File: config.mk
export PLATFORM = sky130hd
export DESIGN_NAME = axi3_aw_arbiter
export DESIGN_NICKNAME = d
export VERILOG_FILES = /design/src/rtl/axi_arb_pkg.sv /design/src/rtl/arb_sel_fifo.sv /design/src/rtl/axi3_aw_arbiter.sv
export SDC_FILE = /design/constraint.sdc
export NUM_CORES = 1
export LEC_CHECK = 0
export ABC_AREA = 1
export CORE_ASPECT_RATIO = 0.7
export CORE_MARGIN = 8
export CORE_UTILIZATION = 47
export DETAILED_ROUTE_END_ITERATION = 12
export PLACE_DENSITY_LB_ADDON = 0.2
export SETUP_SLACK_MARGIN = 0.4
export SLEW_MARGIN = 30
export SYNTH_ARGS = -nofsm -noshare
export SYNTH_HDL_FRONTEND = slang
export SYNTH_HIERARCHICAL = 1
export SYNTH_SLANG_ARGS = --single-unit
File: constraint.sdc
create_clock -name clk -period 15.1 [get_ports clk]
set_clock_uncertainty 0.2 [all_clocks]
set_input_delay 4.53 -clock clk [delete_from_list [all_inputs] [get_ports clk]]
set_output_delay 4.53 -clock clk [all_outputs]
set_load 0.005 [all_outputs]
File: src/rtl/axi_arb_pkg.sv
// Shared types and helpers for the 3-port AXI3 AW arbiter.
package axi_arb_pkg;

    localparam int NUM_PORTS = 3;

    typedef logic [1:0] port_idx_t;

    typedef enum logic [1:0] {
        ARB_FIXED = 2'd0,
        ARB_RR    = 2'd1,
        ARB_WRR   = 2'd2,
        ARB_RSVD  = 2'd3
    } arb_mode_e;

    localparam logic [16:0] CNT_MAX = 17'h1FFFF;

    // Port index after p, wrapping modulo NUM_PORTS.
    function automatic port_idx_t next_port(input port_idx_t p);
        return (p == port_idx_t'(NUM_PORTS - 1)) ? port_idx_t'(0) : p + port_idx_t'(1);
    endfunction

    // First requesting port at or after 'start', searching cyclically.
    // A start of 0 gives plain fixed priority 0 > 1 > 2.
    function automatic port_idx_t rr_pick(input logic [NUM_PORTS-1:0] req,
                                          input port_idx_t start);
        port_idx_t idx;
        port_idx_t pick;
        logic      found;
        idx   = start;
        pick  = start;
        found = 1'b0;
        for (int k = 0; k < NUM_PORTS; k++) begin
            if (!found && req[idx]) begin
                pick  = idx;
                found = 1'b1;
            end
            idx = next_port(idx);
        end
        return pick;
    endfunction

endpackage

File: src/rtl/arb_sel_fifo.sv
// Write-order FIFO: remembers which port each accepted AW came from so the
// W channel can be routed in address order.
module arb_sel_fifo
    import axi_arb_pkg::*;
#(
    parameter int DEPTH = 4
) (
    input  logic      clk,
    input  logic      rst_n,
    input  logic      push,
    input  port_idx_t push_data,
    input  logic      pop,
    output logic      full,
    output logic      empty,
    output port_idx_t head
);

    localparam int AW = $clog2(DEPTH);

    logic [AW-1:0] wr_ptr, rd_ptr;
    logic [AW:0]   count;
    port_idx_t     mem [DEPTH];
    logic          do_push, do_pop;

    // Push is refused when full even if a pop happens the same cycle; pop of
    // an empty FIFO is ignored.
    always_comb begin
        full    = (count == (AW+1)'(DEPTH));
        empty   = (count == '0);
        do_push = push && !full;
        do_pop  = pop && !empty;
        head    = empty ? port_idx_t'(0) : mem[rd_ptr];
    end

    // Storage and pointers; power-of-2 depth lets the pointers wrap naturally.
    always_ff @(posedge clk or negedge rst_n) begin
        if (!rst_n) begin
            wr_ptr <= '0;
            rd_ptr <= '0;
            count  <= '0;
            for (int i = 0; i < DEPTH; i++) mem[i] <= '0;
        end else begin
            if (do_push) begin
                mem[wr_ptr] <= push_data;
                wr_ptr      <= wr_ptr + 1'b1;
            end
            if (do_pop) rd_ptr <= rd_ptr + 1'b1;
            case ({do_push, do_pop})
                2'b10:   count <= count + 1'b1;
                2'b01:   count <= count - 1'b1;
                default: count <= count;
            endcase
        end
    end

endmodule

File: src/rtl/axi3_aw_arbiter.sv
// Three-port AXI3 AW arbiter: fixed / round-robin / weighted round-robin
// selection into a single registered downstream AW, plus write-order tracking.
module axi3_aw_arbiter
    import axi_arb_pkg::*;
#(
    parameter int ADDR_W     = 32,
    parameter int ID_W       = 4,
    parameter int WSEL_DEPTH = 4
) (
    input  logic                                clk,
    input  logic                                rst_n,
    input  logic                                arb_en,
    input  logic [1:0]                          arb_mode,
    input  logic [NUM_PORTS-1:0][15:0]          weight,
    input  logic [NUM_PORTS-1:0]                s_awvalid,
    output logic [NUM_PORTS-1:0]                s_awready,
    input  logic [NUM_PORTS-1:0][ADDR_W-1:0]    s_awaddr,
    input  logic [NUM_PORTS-1:0][ID_W-1:0]      s_awid,
    input  logic [NUM_PORTS-1:0][7:0]           s_awlen,
    output logic                                m_awvalid,
    input  logic                                m_awready,
    output logic [ADDR_W-1:0]                   m_awaddr,
    output logic [ID_W-1:0]                     m_awid,
    output logic [7:0]                          m_awlen,
    output logic [1:0]                          wsel,
    output logic                                wsel_valid,
    input  logic                                wsel_pop
);

    typedef struct packed {
        logic [ADDR_W-1:0] addr;
        logic [ID_W-1:0]   id;
        logic [7:0]        len;
    } aw_pay_t;

    arb_mode_e            mode, mode_q;
    logic                 live;        // low for the first cycle out of reset
    logic                 oreg_vld;
    aw_pay_t              oreg;
    port_idx_t            ptr;         // rotating highest-priority port
    port_idx_t            holder;      // last granted port
    logic [16:0]          cnt;         // consecutive grants to holder
    logic [16:0]          c_eff;
    logic [NUM_PORTS-1:0] eligible;
    logic                 rr_en, accept_ok, grant;
    port_idx_t            win;
    logic                 fifo_full, fifo_empty;

    // Winner selection and per-port ready; ready only goes to the winner.
    always_comb begin
        mode      = arb_mode_e'(arb_mode);
        eligible  = arb_en ? s_awvalid : {{(NUM_PORTS-1){1'b0}}, s_awvalid[0]};
        c_eff     = (!arb_en || mode != mode_q) ? 17'd0 : cnt;
        rr_en     = arb_en && (mode == ARB_RR || mode == ARB_WRR);
        accept_ok = live && (!oreg_vld || m_awready) && !fifo_full;
        grant     = accept_ok && (|eligible);
        if (!rr_en)
            win = rr_pick(eligible, port_idx_t'(0));
        else if (mode == ARB_WRR && c_eff != 17'd0 && eligible[holder] &&
                 c_eff <= {1'b0, weight[holder]})
            win = holder;
        else
            win = rr_pick(eligible, ptr);
        for (int i = 0; i < NUM_PORTS; i++)
            s_awready[i] = grant && (win == port_idx_t'(i));
    end

    // Arbitration state: pointer, run holder/counter, last mode seen.
    always_ff @(posedge clk or negedge rst_n) begin
        if (!rst_n) begin
            live   <= 1'b0;
            ptr    <= '0;
            holder <= '0;
            cnt    <= '0;
            mode_q <= ARB_FIXED;
        end else begin
            live   <= 1'b1;
            mode_q <= mode;
            if (!arb_en) begin
                cnt <= '0;
            end else if (grant) begin
                holder <= win;
                if (win == holder && c_eff != 17'd0)
                    cnt <= (c_eff == CNT_MAX) ? c_eff : c_eff + 17'd1;
                else
                    cnt <= 17'd1;
                if (rr_en) ptr <= next_port(win);
            end else begin
                cnt <= c_eff;
            end
        end
    end

    // Output register: loads on accept, empties on downstream handshake.
    always_ff @(posedge clk or negedge rst_n) begin
        if (!rst_n) begin
            oreg_vld <= 1'b0;
            oreg     <= '0;
        end else if (grant) begin
            oreg_vld <= 1'b1;
            oreg     <= '{addr: s_awaddr[win], id: s_awid[win], len: s_awlen[win]};
        end else if (m_awready) begin
            oreg_vld <= 1'b0;
        end
    end

    assign m_awvalid  = oreg_vld;
    assign m_awaddr   = oreg.addr;
    assign m_awid     = oreg.id;
    assign m_awlen    = oreg.len;
    assign wsel_valid = !fifo_empty;

    arb_sel_fifo #(.DEPTH(WSEL_DEPTH)) u_sel_fifo (
        .clk       (clk),
        .rst_n     (rst_n),
        .push      (grant),
        .push_data (win),
        .pop       (wsel_pop),
        .full      (fifo_full),
        .empty     (fifo_empty),
        .head      (wsel)
    );

endmodule

Word-level counts from Yosys, hierarchy flattened
Cells that the tools add are included.

Bits in registers: 84. Output and inout bits: 51. Logic and storage cells: 135.

Add/sub/neg operators: 8. Magnitude comparators: 9. Equal/unequal tests: 12. Mux-type cells: 51. Bitwise logic cells: 2. Reduce and logical (&&, ||, !) cells: 37.

Operator list (number): $mux W17 (5); $bmux W32 S2 (1); $bmux W16 S2 (1); $mux W32 (1); $mux W2 (12); $logic_and A1 B1 Y1 (18); $add A17 B1 Y17 const B (1); $eq A17 B17 Y1 const B (1); $le A17 B16 Y1 (1); $mux W1 (17); $reduce_bool A17 Y1 (1); $bmux W8 S2 (1); $mux W16 (1); $lt A2 B3 Y1 const B (5); $add A2 B1 Y2 const B (5); $eq A2 B2 Y1 const B (5); $bmux W1 S2 (4); $bmux W4 S2 (1); $bwmux W8 (1); $logic_not A1 Y1 (8); $mux W8 (1); $eq A2 B1 Y1 const B (3); $ge A3 B3 Y1 const B (2); $not A2 Y3 (2); 18 further kinds (21).

Longest topological paths before layout
Gate-level depths: netlist of run 1.

Depth in word-level cells: 24. Depth in mapped cells: 29. Depth with buffers taken out: 27.

By module
The synthesis of run 1 kept the hierarchy.

By module, submodules not included: axi3_aw_arbiter (instances 1, cells each 743, area each 4969.8 µm², sequential area each 1726.7 µm²); arb_sel_fifo (instances 1, cells each 112, area each 890.9 µm², sequential area each 375.4 µm²).

Worst setup path after synthesis of run 1
OpenSTA, ideal clock, no wires.

Path type: input -> output. Start point: input arb_mode[1]. End point: output s_awready[2]. Data arrival time: 7.062 ns. Data required time: 10.370 ns. Setup slack: 3.308 ns. Stages on the path: 22. Cells stage by stage: inv_1 -> nand2_1 -> nand2_1 -> inv_1 -> nand2_1 -> clkbuf_1 -> nor2_1 -> ha_1 -> nand2_1 -> nor2_1 -> a21boi_0 -> nor2_1 -> nor2_1 -> nand2_1 -> nand2_1 -> nand2_1 -> nand2_2 -> nand2_1 -> nand3_1 -> nand2_2 -> nor3_4 -> buf_6.

Longest elaborated chain between the ends: 11. Elaborated cells between the ends (all ways): 16. Those cells by class: order compare (1); eq/ne (4); mux (3); reduce/logical (8).

RTL lines: from (decl) (RTL line axi3_aw_arbiter.sv:13) `input logic [1:0] arb_mode,`; branches (longest 8 deep; another with $le A17 B16 Y1); $mux W2 * (RTL line axi3_aw_arbiter.sv:57) `if (!rr_en)`; via win[0] (RTL line axi3_aw_arbiter.sv:46) `port_idx_t win;`; $eq A2 B2 Y1 * (RTL line axi3_aw_arbiter.sv:65) `s_awready[i] = grant && (win == port_idx_t'(i));`; $logic_and A1 B1 Y1 * (RTL line axi3_aw_arbiter.sv:65); to (decl) (RTL line axi3_aw_arbiter.sv:16) `output logic [NUM_PORTS-1:0] s_awready,`.

Mark *: on every way through the listed nets, which the timed path passes.

Worst setup path after layout of run 1
Start point: input arb_mode[0]. End point: output s_awready[1].

Longest elaborated chain between the ends: 11. Elaborated cells between the ends (all ways): 16. Those cells by class: order compare (1); eq/ne (4); mux (3); reduce/logical (8).

RTL lines (RTL line): branches (longest 8 deep; another with $le A17 B16 Y1); $mux W2 * (axi3_aw_arbiter.sv:57); $eq A2 B1 Y1 * (axi3_aw_arbiter.sv:65); $logic_and A1 B1 Y1 * (axi3_aw_arbiter.sv:65).

Mark *: on every way between the ends.

==> metrics, run 1 <==
CP startpoint kind input port; most common cell after layout, fill and taps aside nand2_1; CP most frequent cell nand2_1; ranking of synthesized cells by area dfrtp_1 (36%), nand2_1 (19%), nor2_1 (7.1%), ha_1 (5.1%), inv_1 (4.4%); dpl cell area about 8300 µm²; top-area cell type share of the netlist area 0.359; crit path DAT ~9000 ps; largest net degree at the start of global routing 55; Worst Path Class, Setup in2out; Pre-antenna DRT Iters 5; Netlist cell types 40; DP HPWL 16100 µm; max-slew violation count 0; mapped cell area between 5000 and 6000 µm²; row count 34; Buf/Inv on CP 5; CTS buffer count 9; status finished clean; chip height ~110 µm; CP Max Fanout 25; sequential fraction of the synthesis area 0.359; multiplexer share of the synthesized area 0; CP max stage delay roughly 600 ps; CTS clk-pin slew, worst paths approximately 60 ps; TritonCTS Sinks 84; ant diodes 0; root buffer cell clkbuf_16; Worst-Skew Late Latency 330 ps; vias in the first global route 6270; Clock H-tree levels 3; Post-Syn Nets approximately 1100; setup bufs post-CTS 0; Synth Area in Compound Gates 0.0845; min-delay src u_sel_fifo/mem[0]$_DFFE_PN0P_; Final Cycle Share 0.911; pwr dens 141 nW/µm²; CP Capture Type output port; Post-Synth XOR/XNOR Area 0.0224; YS warnings 6; I/O pin count 241; post-synthesis adder-cell area fraction 0.0547; critical-path cell list clkdlybuf4s50_1 > inv_2 > nand2_1 > nand2_1 > nor2_2 > nand2_1 > nor2_1 > ha_1 > nand2_1 > inv_1 > nand2_1 > a21boi_0 > nor2_1 > nor2_1 > nand2_1 > nand2_1 > nand2_1 > nand3_1 > nand3_2 > nand2_4 > nor2_4 > nand2_1 > inv_2 > clkdlybuf4s50_1; post-cts sizing count 0; Worst R2R Path Depth 22; FF-to-FF End m_awlen[0]$_DFFE_PN0P_; largest family of logic cells by synthesized area simple AND/OR/NAND/NOR gates; Synth area leader dfrtp_1; Avg WL per Cell ~16 µm; setup repair after global routing missed its margin no; core region area 12300 µm²; CTS Hold Bufs 0; Worst Path Required approximately 10000 ps; Hold Crit Depth 2; simple-gate share of the synthesized area 0.397; number of port buffers 240; first-pass GRT wire length between 30000 and 40000 µm; Area Growth Syn to Fin 47.3%; Hold Violations, Final 0; initial antenna violation count 0; share of layout cells above drive strength 1 0.0573; TNS Setup 0 ps; RR Startpoint holder[0]$_DFFE_PN0P_; GP Congestion a little over 0.9; synthesized flop and latch total 84; Die Span X around 150 µm; commonest cells after routing, fill and taps aside nand2_1 (295), clkdlybuf4s50_1 (239), nor2_1 (110), dfrtp_1 (84), inv_1 (69); synthesized instance count around 860; Slew HR 0.481; CTS tree built; HP Class reg2reg; fin crit period approximately 14000 ps; vias ~6400; initial drt markers about 450; synthesized area per cell between 6 and 7 µm²; max_cap viols 0; Pleak approximately 0.004 µW; gr usage total 0.248; DRC 0; gr ovfl total 0; FF-to-FF setup slack 10370 ps; final WL just over 20000 µm; worst-margin pin slew 774 ps; Die Area between 15000 and 20000 µm²; CP max stage cell clkdlybuf4s50_1; Peak Freq between 0.07 and 0.08 GHz; # nets final between 1000 and 1500; maximum vdd drop 0.0733 mV; Final Setup Violations 0; critical path's top delay family simple AND/OR/NAND/NOR gates; Hold EP u_sel_fifo/mem[0]$_DFFE_PN0P_; initial core utilization 0.477; vias per cell 5.14; clk buf depth 2; Final Cell Area around 8600 µm²; remaining antenna violation count 0
report_power, final:
part	internal (µW)	leakage, µW	switching [µW]
Clock	148	0.000155	89.8
Combinational	296	0.00272	320
Sequential	306	0.00105	53.3
cells in the mapped netlist (all sizes together):
library cell and n:
dfrtp 84, a2bb2oi 15, o21a 1, o22ai 2, nor4 2, and3 2, nor2 127, nand4 40
xnor2 6, xor2 9, o21ai 39, nand2 305, a21oi 23, fa 1, nand3 54, nor3 6
clkinv 2, nand3b 2, buf 19, a21o 1, ha 24, inv 75, a21boi 1, conb 1
clkbuf 14
logic make-up (layout without fill, tap and decap cells):
kind of cell,after synthesis,count (layout)
buf+inv,110,337
xor+xnor,15,15
fa+ha+maj,25,25
flops,84,84
simple gates,538,538
compound gates,82,82
other cells,1,1
flip-flops by register name, indices dropped and copies added (netlist names), 3 cells and up:
name	flops
m_awaddr	32
cnt	17
m_awlen	8
u_sel_fifo/mem	8
m_awid	4
u_sel_fifo/count	3
worst register-to-register path: cells and delay by family (launching register included):
kind / cells / cell delay (ps)
fa+ha+maj: 1 / 170
buf+inv: 3 / 1230
simple gates: 15 / 1890
flops: 1 / 320
compound gates: 3 / 860
layout make-up:
class | count | area (µm²)
repair buffers | 246 | 2440
well taps | 162 | 203
clock buffers | 10 | 239
clock inverters | 4 | 73.8
multi-input cells | 661 | 3280
inverters | 77 | 289
flip-flops and latches | 84 | 2100
fillers | 1071 | 3660
worst max path at each step:
stage / to / cells past startpoint / slack [ps] / startpoint
after floorplan: s_awready[2] / 22 / 3310 / arb_mode[1]
after detailed placement: s_awready[1] / 24 / 1340 / arb_mode[0]
after CTS: s_awready[1] / 24 / 1330 / arb_mode[0]
after global placement: s_awready[1] / 24 / 1470 / arb_mode[0]
after global routing: s_awready[1] / 24 / 840 / arb_mode[1]
final: s_awready[1] / 24 / 1340 / arb_mode[0]
metal layers:
| layer | track usage | vias up | wire length, µm |
|---|---|---|---|
| li1 | - | 3191 | - |
| met1 | 0.320 | 2850 | 8700 |
| met2 | 0.375 | 324 | 8590 |
| met3 | 0.105 | 25 | 2790 |
| met4 | 0.0689 | 0 | 352 |
| met5 | 0 | - | 0 |
through the flow:
step	setup slack, ps	total power, µW	hold WS, ps	cells	util
2_1_floorplan	3310	699	242	855	-
3_3_place_gp	1470	968	259	1230	0.676
3_5_place_dp	1340	978	262	1230	0.677
4_1_cts	1330	1220	278	1244	0.702
5_1_grt	840	1310	287	1244	0.702
6_report	1340	1210	279	1244	0.702
No activity file was read; power rests on OpenSTA's default activity.
==> run 2: changes to the inputs <==
--- a/config.mk
+++ b/config.mk
@@ -11,9 +11,9 @@
 export CORE_UTILIZATION = 47
 export DETAILED_ROUTE_END_ITERATION = 12
 export PLACE_DENSITY_LB_ADDON = 0.2
+export REMOVE_ABC_BUFFERS = 1
 export SETUP_SLACK_MARGIN = 0.4
 export SLEW_MARGIN = 30
 export SYNTH_ARGS = -nofsm -noshare
 export SYNTH_HDL_FRONTEND = slang
-export SYNTH_HIERARCHICAL = 1
 export SYNTH_SLANG_ARGS = --single-unit
==> run 2 against run 1 <==
Net effect: worst setup slack improved by 160 ps; clock power decreased by 11%; core utilization increased by 1.5 points; cell count decreased by 3.6%; synthesized cell count decreased by 4.9%; critical endpoint is now s_awready[0]; largest cell class unchanged.
==> metrics, run 2 <==
register area 2100 µm² (unchanged); core region area 11800 µm² (was 12300 µm²); Final Setup Violations 0 (unchanged); cell count after placement 1183 (was 1230); most common cell in the synthesized netlist nand2_1 (unchanged); gr ovfl total 0 (unchanged); mapped cell area 5690 µm² (was 5860 µm²); Die Area 15900 µm² (was 16400 µm²); Crit. Startpoint arb_mode[1] (was arb_mode[0]); max-slew violation count 0 (unchanged); # nets final 1252 (was 1294); vias 6078 (was 6390); pwr dens 140 nW/µm² (was 141 nW/µm²); commonest cells after routing, fill and taps aside nand2_1 (273), clkdlybuf4s50_1 (239), nor2_1 (97), dfrtp_1 (84), inv_1 (58) (was nand2_1 (295), clkdlybuf4s50_1 (239), nor2_1 (110), dfrtp_1 (84), inv_1 (69)); CTS Hold Bufs 0 (unchanged); share of layout cells above drive strength 1 0.0537 (was 0.0573); CP Capture Type output port (unchanged); fin crit period 13600 ps (was 13760 ps); vias in the first global route 5955 (was 6270); post-cts sizing count 0 (unchanged); synthesized flop and latch total 84 (unchanged); remaining antenna violation count 0 (unchanged); Worst Path Required 10370 ps (about the same); async set-reset flop share out of synthesis 1.00 (unchanged); Post-synth EDFFs 0 (unchanged); Hold Crit Depth 2 (unchanged); synth cell count leaders nand2_1 (273), nor2_1 (97), dfrtp_1 (84), inv_1 (58), o21ai_0 (56) (was nand2_1 (295), nor2_1 (111), dfrtp_1 (84), inv_1 (69), nand3_1 (50)); Die Span X 147 µm (was 149 µm); CTS clk-pin slew, worst paths 70 ps (was 60 ps); CTS buffer count 9 (unchanged); CP Max Fanout 44 (was 25); final WL 19600 µm (was 20400 µm); FF-to-FF setup slack 10570 ps (was 10370 ps); RR Startpoint holder[0]$_DFFE_PN0P_ (unchanged); initial drt markers 448 (was 454); max FFs per register 32 (unchanged); Peak Freq 0.0735 GHz (was 0.0727 GHz); ant diodes 0 (unchanged); Area Growth Syn to Fin 48.4% (was 47.3%); Worst R2R Path Depth 23 (was 22); root buffer cell clkbuf_16 (unchanged); vias per cell 5.07 (was 5.14); min-delay src m_awaddr[11]$_DFFE_PN0P_ (was u_sel_fifo/mem[0]$_DFFE_PN0P_); Synth area leader dfrtp_1 (unchanged); top-area cell type share of the netlist area 0.370 (was 0.359); fin cells 1199 (was 1244); Overall Power 1180 µW (was 1210 µW); Worst-Skew Late Latency 350 ps (was 330 ps); synthesized instance count 813 (was 855); chip height 108 µm (was 109 µm); clk buf depth 2 (unchanged); initial antenna violation count 0 (unchanged); Pre-antenna DRT Iters 5 (unchanged); most common cell after layout, fill and taps aside nand2_1 (unchanged); gr usage total 0.243 (was 0.248); CTS tree built (unchanged); Worst Path Class, Setup in2out (unchanged); Multi-input gate area 3170 µm² (was 3280 µm²); DP HPWL 15300 µm (was 16100 µm); maximum vdd drop 0.0831 mV (was 0.0733 mV); worst-margin pin slew 845 ps (was 774 ps); predominant post-synthesis flop cell dfrtp_1 (unchanged); CP startpoint kind input port (unchanged); max_cap viols 0 (unchanged); Hold Violations, Final 0 (unchanged); YS warnings 0 (was 6); Netlist cell types 39 (was 40); DRC 0 (unchanged); status finished clean (unchanged); largest net degree at the start of global routing 67 (was 55); Pleak 0.00378 µW (was 0.00392 µW); ranking of synthesized cells by area dfrtp_1 (37%), nand2_1 (18%), nor2_1 (6.4%), ha_1 (5.3%), o21ai_0 (4.9%) (was dfrtp_1 (36%), nand2_1 (19%), nor2_1 (7.1%), ha_1 (5.1%), inv_1 (4.4%)); final core occ 0.717 (was 0.702); final hold slack 284 ps (was 279 ps); number of port buffers 240 (unchanged); setup repair after global routing missed its margin no (unchanged); crit path DAT 8870 ps (was 9030 ps); I/O pin count 241 (unchanged); Slew HR 0.437 (was 0.481); # fillers 937 (was 1071); TritonCTS Sinks 84 (unchanged); GP Congestion 0.939 (was 0.918); first-pass GRT wire length 31000 µm (was 32300 µm); initial core utilization 0.483 (was 0.477); TNS Setup 0 ps (unchanged); Hold EP m_awaddr[11]$_DFFE_PN0P_ (was u_sel_fifo/mem[0]$_DFFE_PN0P_); Final Cycle Share 0.901 (was 0.911); sequential fraction of the synthesis area 0.370 (was 0.359); Clock H-tree levels 3 (unchanged); Avg WL per Cell 16.3 µm (was 16.4 µm); row count 33 (was 34); setup bufs post-CTS 0 (unchanged); FF-to-FF End m_awaddr[29]$_DFFE_PN0P_ (was m_awlen[0]$_DFFE_PN0P_); synthesized area per cell 7.00 µm² (was 6.85 µm²); HP Class reg2reg (unchanged)
## run 2: kinds of logic (layout without fill, tap and decap cells)
kind of cell    Yosys count  after routing  synth area share
simple gates            459            459             0.342
xor+xnor                 17             17            0.0262
buf+inv                  97            326            0.0737
flops                    84             84             0.370
compound gates          130            130             0.131
fa+ha+maj                25             25            0.0563
other cells               1              1          0.000659
## run 2: per-stage QoR
stage	setup slack, ps	area (µm²)
detailed placement	1530	8160
global route	1150	8440
CTS	1520	8440
global placement	1730	8160
finish	1500	8440
floorplan	3150	5510
## run 2: how the worst max path moves through the flow
stage / to / cells after the start / slack, ps
2_1_floorplan: s_awready[0] / 22 / 3150
3_3_place_gp: s_awready[0] / 26 / 1730
3_5_place_dp: s_awready[0] / 26 / 1530
4_1_cts: s_awready[0] / 26 / 1520
5_1_grt: s_awready[1] / 24 / 1150
6_report: s_awready[0] / 26 / 1500
## run 2: routing by layer
layer  wire [µm]  up-vias  track usage  part of all wire
met5           0        -            0                 0
met4         284        0       0.0653             0.015
met3        1660       20       0.0897             0.085
met2        9550      216        0.410              0.49
met1        8090     2761        0.290              0.41
li1            -     3081            -                 -
## run 2: cell type report
class / count / share of cell area
Tap cell: 157 / 0.0233
Clock inverter: 7 / 0.00682
Inverter: 64 / 0.0285
Clock buffer: 9 / 0.0267
Sequential cell: 84 / 0.249
Timing Repair Buffer: 246 / 0.290
Multi-Input combinational cell: 632 / 0.376
## run 2: power breakdown
| group | internal, µW | switching [µW] |
|---|---|---|
| clock | 114 | 99.6 |
| sequential | 310 | 63.4 |
| combinational | 294 | 297 |
| total | 717 | 460 |
## run 2: critical path: stages
cell and delay [ps]:
clkdlybuf4s50_1 550, inv_1 60, nand2_1 70, nand2_1 80
inv_1 90, nand2_1 290, nor2_1 380, ha_1 310
nand2_1 60, nor2_1 50, nand2_1 60, nand3_1 70
nand2_1 70, nand2_1 50, nand2_1 60, nand2_1 40
nand2_1 110, nand3_1 140, nand2_1 90, nand3_1 100
nand2_2 80, buf_4 380, nand2_1 170, nor2_4 110
buf_4 280, clkdlybuf4s50_1 560
